File: src/rtl/bsr_ctrl_pkg.sv
// Shared types and constants for the bidirectional shift-register loopback controller.
package bsr_ctrl_pkg;

   localparam int BSR_WIDTH = 4;

   typedef enum logic [2:0] {
      IDLE  = 3'd0,
      CLEAR = 3'd1,
      LOAD  = 3'd2,
      DRAIN = 3'd3,
      DONE  = 3'd4
   } bsr_state_t;

   typedef enum logic {
      DIR_L = 1'b0,
      DIR_R = 1'b1
   } bsr_dir_t;

endpackage

File: src/rtl/rr_arb2.sv
// Two-requester round-robin arbiter. The last-grant register moves only when a
// grant is issued, so a tie always goes to the channel that was not served last.
module rr_arb2
   import bsr_ctrl_pkg::*;
(
   input  logic clk,
   input  logic rst_n,
   input  logic en,
   input  logic req_r,
   input  logic req_l,
   output logic gnt_r,
   output logic gnt_l
);

   bsr_dir_t last_q;
   bsr_dir_t last_d;

   // Pick a winner when enabled and remember which channel it was.
   always_comb begin
      gnt_r  = 1'b0;
      gnt_l  = 1'b0;
      last_d = last_q;
      if (en && req_r && (!req_l || (last_q == DIR_L))) begin
         gnt_r  = 1'b1;
         last_d = DIR_R;
      end else if (en && req_l) begin
         gnt_l  = 1'b1;
         last_d = DIR_L;
      end else begin
         last_d = last_q;
      end
   end

   // Last-grant register; resets to L so the first tie goes to R.
   always_ff @(posedge clk or negedge rst_n) begin
      if (!rst_n) begin
         last_q <= DIR_L;
      end else begin
         last_q <= last_d;
      end
   end

endmodule

File: src/rtl/bsr_loopback_ctrl.sv
// Loopback sequencer for a bidirectional SISO shift register: arbitrates two
// requesters, clears the register, shifts the granted word in, drains it back
// out, and reports the reassembled word with a mismatch flag.
module bsr_loopback_ctrl
   import bsr_ctrl_pkg::*;
#(
   parameter int WIDTH = BSR_WIDTH
) (
   input  logic             clk,
   input  logic             clear_n,
   input  logic             req_r,
   input  logic [WIDTH-1:0] data_r,
   input  logic             req_l,
   input  logic [WIDTH-1:0] data_l,
   output logic             gnt_r,
   output logic             gnt_l,
   output logic             sr_select,
   output logic             sr_serial_r,
   output logic             sr_serial_l,
   output logic             sr_clear_n,
   input  logic             sr_out,
   output logic             busy,
   output logic             done,
   output logic [WIDTH-1:0] rx_data,
   output logic             rx_dir,
   output logic             err
);

   localparam int CW = $clog2(WIDTH) + 1;
   localparam int IW = (WIDTH > 1) ? $clog2(WIDTH) : 1;

   bsr_state_t       state_q, state_d;
   logic [CW-1:0]    cnt_q, cnt_d;
   logic [WIDTH-1:0] word_q, word_d;
   bsr_dir_t         dir_q, dir_d;
   logic [WIDTH-1:0] acc_q, acc_d;
   logic             gnt_r_q, gnt_r_d, gnt_l_q, gnt_l_d;
   logic             sr_select_q, sr_select_d;
   logic             sr_serial_r_q, sr_serial_r_d;
   logic             sr_serial_l_q, sr_serial_l_d;
   logic             sr_clear_n_q, sr_clear_n_d;
   logic             busy_q, busy_d;
   logic             done_q, done_d;
   logic [WIDTH-1:0] rx_data_q, rx_data_d;
   logic             rx_dir_q, rx_dir_d;
   logic             err_q, err_d;

   logic             arb_en_s, arb_gnt_r_s, arb_gnt_l_s;
   logic [IW-1:0]    load_r_idx_s, load_l_idx_s;
   logic [IW-1:0]    drain_r_idx_s, drain_l_idx_s;

   // Arbitration is open in IDLE (except the grant cycle itself) and in DONE,
   // so back-to-back transfers can be granted the cycle after done.
   assign arb_en_s = ((state_q == IDLE) && !gnt_r_q && !gnt_l_q) || (state_q == DONE);

   rr_arb2 u_arb (
      .clk   (clk),
      .rst_n (clear_n),
      .en    (arb_en_s),
      .req_r (req_r),
      .req_l (req_l),
      .gnt_r (arb_gnt_r_s),
      .gnt_l (arb_gnt_l_s)
   );

   // Sequence state and the shared LOAD/DRAIN down-counter (reloads on every state entry).
   always_comb begin
      state_d = state_q;
      case (state_q)
         IDLE:    state_d = (gnt_r_q || gnt_l_q) ? CLEAR : IDLE;
         CLEAR:   state_d = LOAD;
         LOAD:    state_d = (cnt_q == {CW{1'b0}}) ? DRAIN : LOAD;
         DRAIN:   state_d = (cnt_q == {CW{1'b0}}) ? DONE : DRAIN;
         DONE:    state_d = IDLE;
         default: state_d = IDLE;
      endcase
      if (state_d != state_q) begin
         cnt_d = CW'(WIDTH - 1);
      end else if (cnt_q != {CW{1'b0}}) begin
         cnt_d = cnt_q - CW'(1);
      end else begin
         cnt_d = cnt_q;
      end
   end

   // Grant pulses and capture of the granted word and its direction.
   always_comb begin
      gnt_r_d = arb_gnt_r_s;
      gnt_l_d = arb_gnt_l_s;
      word_d  = word_q;
      dir_d   = dir_q;
      if (arb_gnt_r_s) begin
         word_d = data_r;
         dir_d  = DIR_R;
      end else if (arb_gnt_l_s) begin
         word_d = data_l;
         dir_d  = DIR_L;
      end else begin
         word_d = word_q;
         dir_d  = dir_q;
      end
   end

   // Bit indices: R moves LSB first, L moves MSB first. Load indices use the
   // next count because the serial outputs are registered one cycle ahead.
   assign load_r_idx_s  = IW'(CW'(WIDTH - 1) - cnt_d);
   assign load_l_idx_s  = IW'(cnt_d);
   assign drain_r_idx_s = IW'(CW'(WIDTH - 1) - cnt_q);
   assign drain_l_idx_s = IW'(cnt_q);

   // Register control pins, drain reassembly and result reporting.
   always_comb begin
      sr_clear_n_d  = (state_d != CLEAR);
      sr_select_d   = (state_d == CLEAR) ? (dir_q == DIR_R) : sr_select_q;
      sr_serial_r_d = 1'b0;
      sr_serial_l_d = 1'b0;
      if (state_d == LOAD) begin
         if (dir_q == DIR_R) begin
            sr_serial_r_d = word_q[load_r_idx_s];
         end else begin
            sr_serial_l_d = word_q[load_l_idx_s];
         end
      end else begin
         sr_serial_r_d = 1'b0;
      end
      busy_d = (state_d != IDLE);
      acc_d  = acc_q;
      if (state_q == DRAIN) begin
         if (dir_q == DIR_R) begin
            acc_d[drain_r_idx_s] = sr_out;
         end else begin
            acc_d[drain_l_idx_s] = sr_out;
         end
      end else begin
         acc_d = acc_q;
      end
      done_d    = (state_d == DONE);
      rx_data_d = rx_data_q;
      rx_dir_d  = rx_dir_q;
      err_d     = err_q;
      if (state_d == DONE) begin
         rx_data_d = acc_d;
         rx_dir_d  = (dir_q == DIR_R);
         err_d     = (acc_d != word_q);
      end else begin
         rx_data_d = rx_data_q;
      end
   end

   // State and output registers; reset abandons any transfer and clears the register.
   always_ff @(posedge clk or negedge clear_n) begin
      if (!clear_n) begin
         state_q       <= IDLE;
         cnt_q         <= {CW{1'b0}};
         word_q        <= {WIDTH{1'b0}};
         dir_q         <= DIR_L;
         acc_q         <= {WIDTH{1'b0}};
         gnt_r_q       <= 1'b0;
         gnt_l_q       <= 1'b0;
         sr_select_q   <= 1'b0;
         sr_serial_r_q <= 1'b0;
         sr_serial_l_q <= 1'b0;
         sr_clear_n_q  <= 1'b0;
         busy_q        <= 1'b0;
         done_q        <= 1'b0;
         rx_data_q     <= {WIDTH{1'b0}};
         rx_dir_q      <= 1'b0;
         err_q         <= 1'b0;
      end else begin
         state_q       <= state_d;
         cnt_q         <= cnt_d;
         word_q        <= word_d;
         dir_q         <= dir_d;
         acc_q         <= acc_d;
         gnt_r_q       <= gnt_r_d;
         gnt_l_q       <= gnt_l_d;
         sr_select_q   <= sr_select_d;
         sr_serial_r_q <= sr_serial_r_d;
         sr_serial_l_q <= sr_serial_l_d;
         sr_clear_n_q  <= sr_clear_n_d;
         busy_q        <= busy_d;
         done_q        <= done_d;
         rx_data_q     <= rx_data_d;
         rx_dir_q      <= rx_dir_d;
         err_q         <= err_d;
      end
   end

   assign gnt_r       = gnt_r_q;
   assign gnt_l       = gnt_l_q;
   assign sr_select   = sr_select_q;
   assign sr_serial_r = sr_serial_r_q;
   assign sr_serial_l = sr_serial_l_q;
   assign sr_clear_n  = sr_clear_n_q;
   assign busy        = busy_q;
   assign done        = done_q;
   assign rx_data     = rx_data_q;
   assign rx_dir      = rx_dir_q;
   assign err         = err_q;

endmodule

File: config.mk
export PLATFORM = sky130hd
export DESIGN_NAME = bsr_loopback_ctrl
export DESIGN_NICKNAME = d
export VERILOG_FILES = /design/src/rtl/bsr_ctrl_pkg.sv /design/src/rtl/rr_arb2.sv /design/src/rtl/bsr_loopback_ctrl.sv
export SDC_FILE = /design/constraint.sdc
export NUM_CORES = 1
export LEC_CHECK = 0
export CAP_MARGIN = 40
export CORE_UTILIZATION = 45
export DETAILED_ROUTE_END_ITERATION = 8
export GPL_ROUTABILITY_DRIVEN = 0
export PLACE_DENSITY = 0.79
export SYNTH_ARGS = -nofsm -noshare
export SYNTH_HDL_FRONTEND = slang
export SYNTH_SLANG_ARGS = --single-unit
File: constraint.sdc
create_clock -name clk -period 2.2 [get_ports clk]
set_input_delay 0.66 -clock clk [delete_from_list [all_inputs] [get_ports clk]]
set_output_delay 0.66 -clock clk [all_outputs]
set_load 0.02 [all_outputs]
# After elaboration in Yosys (flattened, before gate mapping)
# Cells that the tools add are included.
# Widths: inputs -> output; s select.
# classes
addsub	3
magnitude_cmp	6
n_eq_ne	10
n_mux	31
bitwise	1
reduce_logical	19
# ops
op	count
$mux 1	17
$mux 4	4
$lt 2x3->1 const B	4
$pmux 3 s4	1
$eq 3x2->1 const B	3
$mux 3	3
$bwmux 4	2
$logic_and 1x1->1	7
$eq 3x1->1 const B	2
$eq 3x3->1 const B	2
$logic_not 3->1	2
$reduce_bool 3->1	2
$bmux 1 s2	2
$demux 1 s2	2
$ge 2x1->1 const B	2
$ne 4x4->1	1
$reduce_bool 2->1	2
$sub 2x2->2 const A	2
$logic_not 1->1	3
$logic_or 1x1->1	3
$ne 3x1->1 const B	1
$ne 3x3->1	1
$sub 3x1->3 const B	1
$not 1->1	1
# totals
regBits	30
input_bits	13
out_inout_bits	14
word_cells	87

# Longest topological paths before layout
# depth
depth_word	10
ltp_mapped	7
ltp_nobuf	7

# By module
# A second synthesis with hierarchy kept.
# hier_totals
cells_unflattened	148
area_unflattened_um2	1515.2
# by_module_without_submodules
mod	n_inst	cells_each	area_per_inst_um2	seq_area_each_um2
bsr_loopback_ctrl	1	140	1453.9	725.7
rr_arb2	1	8	61.3	25.0

# Worst setup path after synthesis
# No wires, ideal clock.
# synth_timing
path_type	flip-flop to flip-flop
from	register cnt_q[0]
to	register sr_serial_l_q, in the netlist sr_serial_l
setup_time_ns	0.129
arrival_time_ns	1.697
setup_slack_ns	0.373
stages_incl_launch_ff	8
path_cell_list	dfrtp_1 > inv_1 > ha_1 > and2b_4 > mux2_4 > a22o_1 > nand3b_1 > a31oi_1
# synth_via
elab_chain_cells	9
# synth_rtl
item	line	rtl
from (decl)	bsr_loopback_ctrl.sv:33	logic [CW-1:0] cnt_q, cnt_d;
from (signal assigned)	bsr_loopback_ctrl.sv:154	cnt_q <= {CW{1'b0}};
from (signal assigned)	bsr_loopback_ctrl.sv:171	cnt_q <= cnt_d;
$logic_not 3->1	bsr_loopback_ctrl.sv:72, bsr_loopback_ctrl.sv:73	
$mux 3 / $mux 1 (equally long branches)	bsr_loopback_ctrl.sv:73, bsr_loopback_ctrl.sv:72	
$pmux 3 s4	bsr_loopback_ctrl.sv:69	case (state_q)
$ne 3x3->1	bsr_loopback_ctrl.sv:77	if (state_d != state_q) begin
$mux 3	bsr_loopback_ctrl.sv:77	
$bmux 1 s2	bsr_loopback_ctrl.sv:121	sr_serial_l_d = word_q[load_l_idx_s];
$mux 1 (implied by the code)	bsr_loopback_ctrl.sv:121	
$mux 1	bsr_loopback_ctrl.sv:118	if (dir_q == DIR_R) begin
$mux 1 (*)	bsr_loopback_ctrl.sv:117	if (state_d == LOAD) begin
named net sr_serial_l_d	bsr_loopback_ctrl.sv:40	logic sr_serial_l_q, sr_serial_l_d;
to (signal assigned)	bsr_loopback_ctrl.sv:179	sr_serial_l_q <= sr_serial_l_d;
to (decl)	bsr_loopback_ctrl.sv:40	
# The timed path passes the listed nets; every way through them passes the cells marked *. The select of a mux whose other input is x is not followed.
# A chain may end at the register's enable or synchronous reset.

# Worst setup path after layout
# layout_timing
from	register err_q, in the netlist err
to	output port err
# layout_lines
item	line	rtl
from (decl)	bsr_loopback_ctrl.sv:46	logic err_q, err_d;
from (signal assigned)	bsr_loopback_ctrl.sv:185	err_q <= err_d;
to (decl)	bsr_loopback_ctrl.sv:26	output logic err
# No word-level cell between the ends.

==> flow_summary_export.csv <==
group,metric,value,unit
clocking,ctsHtreeMaxLevel,2,
placement,placed_cell_area,1800,sq um
detailed_routing,drcViolationCount,0,
detailed_routing,via_per_inst,5.00,
logic_synthesis,ys.flop_type,"dfrtp_1",
sta,holdWs,486,ps
grt,antenna_found_initial,0,
clocking,clk_path_buf_depth,2,
clocking,cts_tree,"built",
sta,worstMarginPinSlew,458,ps
detailed_routing,drtIter0Drc,67,
sta,fin_skew,6.56,ps
clocking,cts_hold_buf,0,
floorplan,core_area,3080,sq um
critical_path,crit_type,"flip-flop to output pin",
floorplan,placementRows,20,
cells_and_area,design_area,1850,sq um
critical_path,critPathLaunchType,"flip-flop",
detailed_routing,finalWirelength,2930,um
logic_synthesis,async_flop_share,100,%
min_path,hp-class,"flip-flop to flip-flop",
cells_and_area,syn_to_final_growth,25.8,%
sta,fin_tns_setup,0,ps
sta,fmax,0.491,GHz
logic_synthesis,syn_nets,160,
clocking,post_cts_resized,0,
critical_path,cp.arrival,1380,ps
logic_synthesis,synthesis.instances,142,
clocking,clk_latency,330,ps
critical_path,rrSetupSlack,230,ps
critical_path,cp_max_fo,2,
clocking,postCtsSetupBuffers,0,
critical_path,cp_slowest_stage_delay,660,ps
sta,fin_crit_sh,92.6,%
logic_synthesis,synth_area_leader_cell,"dfrtp_1",
logic_synthesis,yosys.area.top_type_share,49.3,%
min_path,hp-start,"rx_data[0]",
critical_path,critical_path.startpoint,"err",
clocking,cts_root_buf,"clkbuf_4",
grt,grt_pass1_vias,1089,
power_and_ir_drop,power_density,1400,nW/um^2
logic_synthesis,postSynthAreaPerCell,10.4,sq um
status,outcome,"completed",
logic_synthesis,seq_area_frac_synth,49.3,%
clocking,clock-sinks,29,
floorplan,start_util,47.8,%
detailed_routing,first_pass_iters,4,
logic_synthesis,synth_edf_count,0,
floorplan,die_area,3500,sq um
sta,min_period,2040,ps
sta,drv_slew,0,
critical_path,cp_slowest_cell,"clkdlybuf4s50_1",
power_and_ir_drop,p_leak,0.888,nW
detailed_routing,ant_nets,0,
cells_and_area,n_fill_cell,257,
logic_synthesis,synth_area,1470,sq um
grt,grt_use_total,19.5,%
floorplan,chipHeight,59.2,um
logic_synthesis,yosys_warnings,0,
cells_and_area,nets,194,
placement,dp_hpwl,2240,um
clocking,numCtsBuffers,5,
critical_path,cp-end-kind,"output pin",
grt,overflow,0,
critical_path,path_buf_inv,1,
run,max-cap-violations,0,
critical_path,cp.required,1540,ps
grt,grt_max_degree,30,
critical_path,cpLargestDelayFamily,"buffers and inverters",
sta,slew_headroom,69.2,%
detailed_routing,num_vias,1104,
cells_and_area,antennaDiodeCount,0,
sta,setup_viol,0,
clocking,cts.clk_slew.worst_paths,90,ps
floorplan,io_pins,27,
cells_and_area,drive_gt1_share,11.3,%
grt,grt_first_pass_wirelength,4860,um
logic_synthesis,synth_area_leaders,"dfrtp_1, mux2i_1, ha_1, nand2_1, nor2_1",
critical_path,critical_path.cell_chain,"clkdlybuf4s50_1",
sta,rsz0062_at_grt,"false",
logic_synthesis,ys_ff_latch,29,
floorplan,die_w,59.2,um
placement,numPortBuffers,26,
logic_synthesis,yosysUniqueCellTypes,37,
sta,hold_viol,0,
detailed_routing,wl_per_cell,13.3,um
critical_path,r2r_start,"cnt_q[1]",
power_and_ir_drop,vdd_drop_max,0.000603,V
[routing by layer]
metal | track usage [%] | routed length [um] | up-vias | part of all wire, %
met4 | 11.2 | 86 | 0 | 2.9
met1 | 22.5 | 1290 | 528 | 44
met3 | 6.11 | 107 | 7 | 3.6
met2 | 31.8 | 1450 | 21 | 49
li1 | - | - | 548 | -
met5 | 0 | 0 | - | 0
[cells in the final DEF, fill, tap and decap left out, types with 2 or more instances in the layout]
cell type,synthesis,routed
and3_1,2,2
xor2_1,3,3
clkinv_2,0,2
buf_4,0,5
nor3_1,5,5
nand3b_1,3,3
dfrtp_1,29,29
o21ai_1,3,3
nand2b_1,2,2
nand2_1,16,16
o211ai_1,2,2
inv_1,10,10
nor2_1,13,13
a31oi_1,2,2
mux2_1,2,2
a21oi_1,3,3
ha_1,5,5
o21ai_0,8,8
clkbuf_4,0,5
mux2i_1,12,12
mux2_2,2,2
clkdlybuf4s50_1,0,26
[cells in the mapped netlist, drive strengths merged (2+ instances only)]
cell type and count:
a21oi 3, a31oi 2, and3 2, buf 3
dfrtp 29, ha 5, inv 10, mux2 5
mux2i 12, nand2 16, nand2b 2, nand3b 4
nor2 13, nor3 5, o211ai 2, o21ai 11
xnor2 2, xor2 3
[registers in the layout, indices dropped and copies added, names as in the netlist, 3 cells and up]
name / count
rx_data: 4
acc_q: 4
cnt_q: 3
state_q: 3
word_q: 4
[layout make-up]
class                      count  area, sq um  area share (%)
sequential                    29          726            39.2
clock buffer                   6         41.3            2.23
tap                           44         55.1            2.97
inverter                      10         37.5            2.03
timing repair buffer          31          298            16.1
multi-input combinational     99          683            36.9
clock inverter                 2         10.0           0.541
[metrics by stage]
stage | cells | util (%) | total power (W) | worst slack [ps]
detailed placement | 213 | 58.5 | 0.00230 | 231
global route | 221 | 60.1 | 0.00279 | 113
floorplan | 142 | - | 0.00185 | 373
global placement | 213 | 58.5 | 0.00223 | 371
CTS | 221 | 60.1 | 0.00260 | 175
finish | 221 | 60.1 | 0.00259 | 163
[path summary, 6_finish.rpt]
kind                                    end  cells after the start
worst max-delay path                    err                      1
worst min-delay path             rx_data[0]                      2
worst max register to register  sr_serial_r                      7
worst min register to register   rx_data[0]                      2
max in group asynchronous          cnt_q[1]                      2
min in group asynchronous         word_q[0]                      2
[kinds of logic (layout without fill, tap and decap cells)]
logic type	Yosys count	in the layout	synth area share, %
and+or+nand+nor	48	48	16.2
muxes	17	17	12.2
DFF	29	29	49.3
buffers and inverters	14	49	4.25
adders and majority gates	5	5	4.25
xor gates and xnor gates	5	5	3.49
AOI/OAI and AO/OA	24	24	10.2
[where the power goes]
part	internal, W	switching [W]	total [W]
registers	0.000752	0.000182	0.000934
logic	0.000637	0.000715	0.00135
clock network	0.000121	0.000180	0.000301
total	0.00151	0.00108	0.00259
Note: power is estimated with default switching activity, not from simulation.
